$ cat src/rtl/ram_matmul_pkg.sv
// Shared types and elaboration helpers for the RAM-fed matrix multiply engine.
package ram_matmul_pkg;

  typedef enum logic [2:0] {
    IDLE  = 3'd0,
    ISSUE = 3'd1,
    LAST  = 3'd2,
    WRITE = 3'd3,
    DONE  = 3'd4
  } state_t;

  // Wide enough for N products of two full-scale DW-bit operands.
  function automatic int result_width(input int n, input int dw);
    return 2 * dw + $clog2(n);
  endfunction

  function automatic bit addr_fits(input int n, input int aw);
    return (2 ** aw) >= (n * n);
  endfunction

endpackage

$ cat src/rtl/ram_mac_dp.sv
// Unsigned multiply-accumulate datapath: combinational product of the two RAM
// read ports, zero-extended into the single accumulator register.
module ram_mac_dp
  import ram_matmul_pkg::*;
#(
  parameter int DW = 4,
  parameter int RW = result_width(4, 4)
) (
  input  logic          clock,
  input  logic          reset_n,
  input  logic          clr,
  input  logic          en,
  input  logic [DW-1:0] a_q,
  input  logic [DW-1:0] b_q,
  output logic [RW-1:0] acc
);

  logic [2*DW-1:0] prod_s;
  logic [RW-1:0]   acc_r;

  assign prod_s = {{DW{1'b0}}, a_q} * {{DW{1'b0}}, b_q};

  // Accumulator: clear wins over enable.
  always_ff @(posedge clock) begin
    if (!reset_n) begin
      acc_r <= {RW{1'b0}};
    end else if (clr) begin
      acc_r <= {RW{1'b0}};
    end else if (en) begin
      acc_r <= acc_r + RW'(prod_s);
    end else begin
      acc_r <= acc_r;
    end
  end

  assign acc = acc_r;

endmodule

$ cat src/rtl/ram_matmul_engine.sv
// Walks operand RAMs A and B (row-major N x N) and writes C = A x B to a result
// port, one element every N+2 cycles.
module ram_matmul_engine
  import ram_matmul_pkg::*;
#(
  parameter int  N  = 4,
  parameter int  DW = 4,
  parameter int  AW = 4,
  localparam int RW = result_width(N, DW)
) (
  input  logic          clock,
  input  logic          reset_n,
  input  logic          start,
  output logic [AW-1:0] a_addr,
  output logic          a_we,
  input  logic [DW-1:0] a_q,
  output logic [AW-1:0] b_addr,
  output logic          b_we,
  input  logic [DW-1:0] b_q,
  output logic [AW-1:0] res_addr,
  output logic [RW-1:0] res_data,
  output logic          res_we,
  output logic          busy,
  output logic          done
);

  if (!addr_fits(N, AW)) begin : g_aw_check
    $error("ram_matmul_engine: AW too small to address N*N elements");
  end

  localparam logic [AW-1:0] ZERO     = {AW{1'b0}};
  localparam logic [AW-1:0] ONE      = AW'(1);
  localparam logic [AW-1:0] LAST_IDX = AW'(N - 1);

  function automatic logic [AW-1:0] flat(input logic [AW-1:0] row, input logic [AW-1:0] col);
    int tmp;
    tmp = int'(row) * N + int'(col);
    return tmp[AW-1:0];
  endfunction

  state_t        state_r, state_s;
  logic [AW-1:0] i_r, j_r, k_r, i_s, j_s, k_s;
  logic [AW-1:0] a_addr_r, b_addr_r, res_addr_r;
  logic          res_we_r, busy_r, done_r;
  logic          acc_clr_s, acc_en_s;
  logic [RW-1:0] acc_s;

  // Next-state and i/j/k counter sequencing.
  always_comb begin
    state_s = state_r;
    i_s     = i_r;
    j_s     = j_r;
    k_s     = k_r;
    case (state_r)
      IDLE: begin
        i_s = ZERO;
        j_s = ZERO;
        k_s = ZERO;
        if (start) begin
          state_s = ISSUE;
        end else begin
          state_s = IDLE;
        end
      end
      ISSUE: begin
        if (k_r == LAST_IDX) begin
          state_s = LAST;
        end else begin
          k_s = k_r + ONE;
        end
      end
      LAST: state_s = WRITE;
      WRITE: begin
        k_s = ZERO;
        if (j_r == LAST_IDX) begin
          j_s = ZERO;
          if (i_r == LAST_IDX) begin
            i_s     = ZERO;
            state_s = DONE;
          end else begin
            i_s     = i_r + ONE;
            state_s = ISSUE;
          end
        end else begin
          j_s     = j_r + ONE;
          state_s = ISSUE;
        end
      end
      DONE: state_s = IDLE;
      default: begin
        state_s = IDLE;
        i_s     = ZERO;
        j_s     = ZERO;
        k_s     = ZERO;
      end
    endcase
  end

  // Read data lags the address by one edge, so the product seen in ISSUE(k) belongs to k-1.
  assign acc_en_s  = ((state_r == ISSUE) && (k_r != ZERO)) || (state_r == LAST);
  assign acc_clr_s = (state_r == IDLE) || (state_r == WRITE);

  // State, counters and registered outputs, all loaded from next-state values.
  always_ff @(posedge clock) begin
    if (!reset_n) begin
      state_r    <= IDLE;
      i_r        <= ZERO;
      j_r        <= ZERO;
      k_r        <= ZERO;
      a_addr_r   <= ZERO;
      b_addr_r   <= ZERO;
      res_addr_r <= ZERO;
      res_we_r   <= 1'b0;
      busy_r     <= 1'b0;
      done_r     <= 1'b0;
    end else begin
      state_r    <= state_s;
      i_r        <= i_s;
      j_r        <= j_s;
      k_r        <= k_s;
      a_addr_r   <= flat(i_s, k_s);
      b_addr_r   <= flat(k_s, j_s);
      res_addr_r <= (state_s == WRITE) ? flat(i_s, j_s) : ZERO;
      res_we_r   <= (state_s == WRITE);
      busy_r     <= (state_s == ISSUE) || (state_s == LAST) || (state_s == WRITE);
      done_r     <= (state_s == DONE);
    end
  end

  ram_mac_dp #(
    .DW (DW),
    .RW (RW)
  ) u_mac (
    .clock   (clock),
    .reset_n (reset_n),
    .clr     (acc_clr_s),
    .en      (acc_en_s),
    .a_q     (a_q),
    .b_q     (b_q),
    .acc     (acc_s)
  );

  assign a_addr   = a_addr_r;
  assign b_addr   = b_addr_r;
  assign a_we     = 1'b0;
  assign b_we     = 1'b0;
  assign res_addr = res_addr_r;
  assign res_data = acc_s;
  assign res_we   = res_we_r;
  assign busy     = busy_r;
  assign done     = done_r;

endmodule
$ cat config.mk
export PLATFORM = sky130hd
export DESIGN_NAME = ram_matmul_engine
export DESIGN_NICKNAME = d
export VERILOG_FILES = /design/src/rtl/ram_matmul_pkg.sv /design/src/rtl/ram_mac_dp.sv /design/src/rtl/ram_matmul_engine.sv
export SDC_FILE = /design/constraint.sdc
export NUM_CORES = 1
export LEC_CHECK = 0
export CORE_MARGIN = 4
export CORE_UTILIZATION = 35
export CTS_CLUSTER_SIZE = 28
export DETAILED_ROUTE_END_ITERATION = 8
export SYNTH_ARGS = -nofsm -noshare
export SYNTH_HDL_FRONTEND = slang
export SYNTH_HIERARCHICAL = 1
export SYNTH_SLANG_ARGS = --single-unit
export TNS_END_PERCENT = 100
$ cat constraint.sdc
create_clock -name clock -period 4.26 [get_ports clock]
set_clock_uncertainty 0.15 [all_clocks]
set_input_delay 1.278 -clock clock [delete_from_list [all_inputs] [get_ports clock]]
set_output_delay 1.278 -clock clock [all_outputs]
set_load 0.005 [all_outputs]
==> out/results.tsv <==
metric	value	unit
clock_tree.root_cell	clkbuf_8	
crit_path_end_kind	flop	
drtPass1Iterations	4	
drv_slew	0	
layout-drive-gt1-share	0.206	
drt_drc_violations_left	0	
die_h	94.9	um
crit_family	adder cells	
final_hold_viol_count	0	
cts_max_path_buffers	2	
yosys_warnings	6	
setup_tns	0	ns
area_growth	25.4	%
path_buf_inv	2	
setup-violations-final	0	
yosysTopAreaCell	dfxtp_1	
gp_congestion	0.776	
synth-seq-cells	36	
die_w	94.9	um
synth_cell_types	73	
rsz0062_at_grt	no	
cts.sinks	36	
final_nets	374	
slowest_stage	fa_1	
diodes	0	
critPathLaunchType	primary input	
rows	31	
wl_per_cell	13.5	um
synth.most_common_cell	dfxtp_1	
hold-worst-slack	0.337	ns
arrival	4.17	ns
postSynthAreaPerCell	9.37	sq um
gr-total-overflow	0	
min_path_type	flop to flop	
netlist_top_cells_count	dfxtp_1, ha_1, and2_1	
synth_ff_type	dfxtp_1	
seq_area	721	sq um
vias	2135	
ys_seq_area_frac	0.273	
slew_headroom	0.518	
clk_pin_slew	0.07	ns
synth_area_leaders	dfxtp_1, ha_1, fa_1	
peakVddDrop	0.137	mV
path_common_cell	fa_1	
utilization	0.454	
htree_num_levels	2	
synth_area	0.00264	sq mm
nFillCells	746	
cellLeakagePower	0.00144	uW
power_density	235	mW/mm^2
required	4.30	ns
cts_buffers	5	
stdcell_count	429	
period_share	0.969	
synthArstFlopShare	0	
dp_hpwl	4450	um
synthCells	282	
io_pins	38	
grt_pass1_wl	10000	um
outcome	finished clean	
die-area	0.00900	sq mm
grt_max_degree	21	
first_iter_violations	125	
grt_pass1_vias	2008	
ant_nets	0	
start_util	0.362	
core	0.00729	sq mm
path_max_fanout	3	
synth_top_cell_area_share	0.273	
drt-total-wl	5800	um
rrSetupSlack	1.42	ns
r2r_cells	7	
place_inst	420	
grt_usage	0.141	
synth_edf_count	0	
max_cap_violations	0	
worst_pin_slew	0.723	ns
path_class	primary input to flop	
routed_via_density	4.98	
cts_tree	built	
multi_input_area	0.00183	sq mm
hold_depth	2	
p_total	779	uW
period_needed	4.13	ns
io_buffers	35	
clock_latency	0.30	ns
cp.depth	11	
path_cells	clkbuf_2 > nand2_2 > fa_1 > fa_1 > inv_2 > fa_1 > ha_4 > a21o_4 > a221oi_4 > nor4_2 > a311o_1	
max_stage_delay	0.55	ns
antenna_found_initial	0	
clock.fmax	242	MHz
cell families (layout without fill, tap and decap cells):
logic type | count (synthesis) | count (layout) | share of synthesized area
AOI/OAI and AO/OA | 54 | 54 | 0.163
xor gates and xnor gates | 7 | 7 | 0.0346
adders and majority gates | 34 | 34 | 0.187
buffers and inverters | 37 | 84 | 0.0744
DFF | 36 | 36 | 0.273
muxes | 6 | 6 | 0.0251
other | 1 | 2 | 0.00142
and+or+nand+nor | 107 | 107 | 0.242
where the power goes:
part | switching [uW] | total (uW) | internal, uW
clock | 132 | 263 | 132
sequential | 6.61 | 346 | 340
combinational | 83.7 | 169 | 85.5
layout make-up:
type	instances	share of cell area
multi-input cells	210	0.551
flip-flops and latches	36	0.218
repair buffers	53	0.139
well taps	99	0.0374
clock buffers	7	0.0261
inverters	23	0.0261
clock inverters	1	0.00227
worst paths after layout:
kind | from | end
max | b_q[3] | u_mac/acc[7]
min | u_mac/acc[4] | u_mac/acc[4]
max reg2reg | state_r[2] | b_addr[3]
min reg2reg | u_mac/acc[4] | u_mac/acc[4]
what timing repair did:
item,in CTS,in global routing
setup buffers,0,1
endpoints found under the setup margin,6,4
hold buffers,0,0
gates resized for setup,12,28
pin swaps,13,12
layer usage:
metal	routed length [um]	vias up	global-route usage	part of all wire
met5	0	-	0	0
met4	60	0	0.0325	0.010
met3	187	7	0.0263	0.032
met2	2620	34	0.215	0.45
met1	2930	1003	0.205	0.51
li1	-	1091	-	-
through the flow:
stage	setup WS (ns)	cell area [sq um]
after floorplan	0.0163	2660
after global placement	-0.563	3150
after detailed placement	-0.606	3150
after CTS	0.0256	3270
after global routing	0.0254	3310
final	0.131	3310
worst register-to-register path: stages (launching register included):
cell and delay, ns:
dfxtp_1 0.79, or3b_1 0.49, o21ai_2 0.16, o21bai_1 0.16, o2bb2ai_1 0.20, ha_1 0.22
xor2_1 0.18, mux2_1 0.37
registers in the layout (all words and copies together) (netlist names), 2 cells and up:
register	flops
state_r	3
b_addr	2
res_addr	4
i_r	4
u_mac/acc	10
j_r	4
a_addr	2
k_r	4
cells in the final DEF (no fill, tap or decap), types with 3 or more instances in the layout:
| cell | synthesis | final |
|---|---|---|
| nor2_1 | 21 | 21 |
| clkbuf_2 | 0 | 6 |
| mux2i_1 | 4 | 4 |
| fa_2 | 0 | 3 |
| dfxtp_1 | 36 | 36 |
| fa_1 | 9 | 6 |
| o21ai_0 | 3 | 3 |
| nand2b_1 | 3 | 3 |
| nor3_1 | 6 | 6 |
| ha_1 | 25 | 21 |
| nand3_1 | 10 | 10 |
| inv_1 | 21 | 19 |
| nor2b_1 | 3 | 3 |
| clkbuf_8 | 0 | 6 |
| o21ai_1 | 3 | 3 |
| or3_1 | 3 | 3 |
| a21oi_1 | 16 | 16 |
| nand2_1 | 13 | 11 |
| and2_1 | 22 | 20 |
| buf_4 | 6 | 17 |
| clkdlybuf4s50_1 | 0 | 28 |
| ha_4 | 0 | 3 |
| and3_1 | 5 | 5 |
No activity file was read; power rests on OpenSTA's default activity.
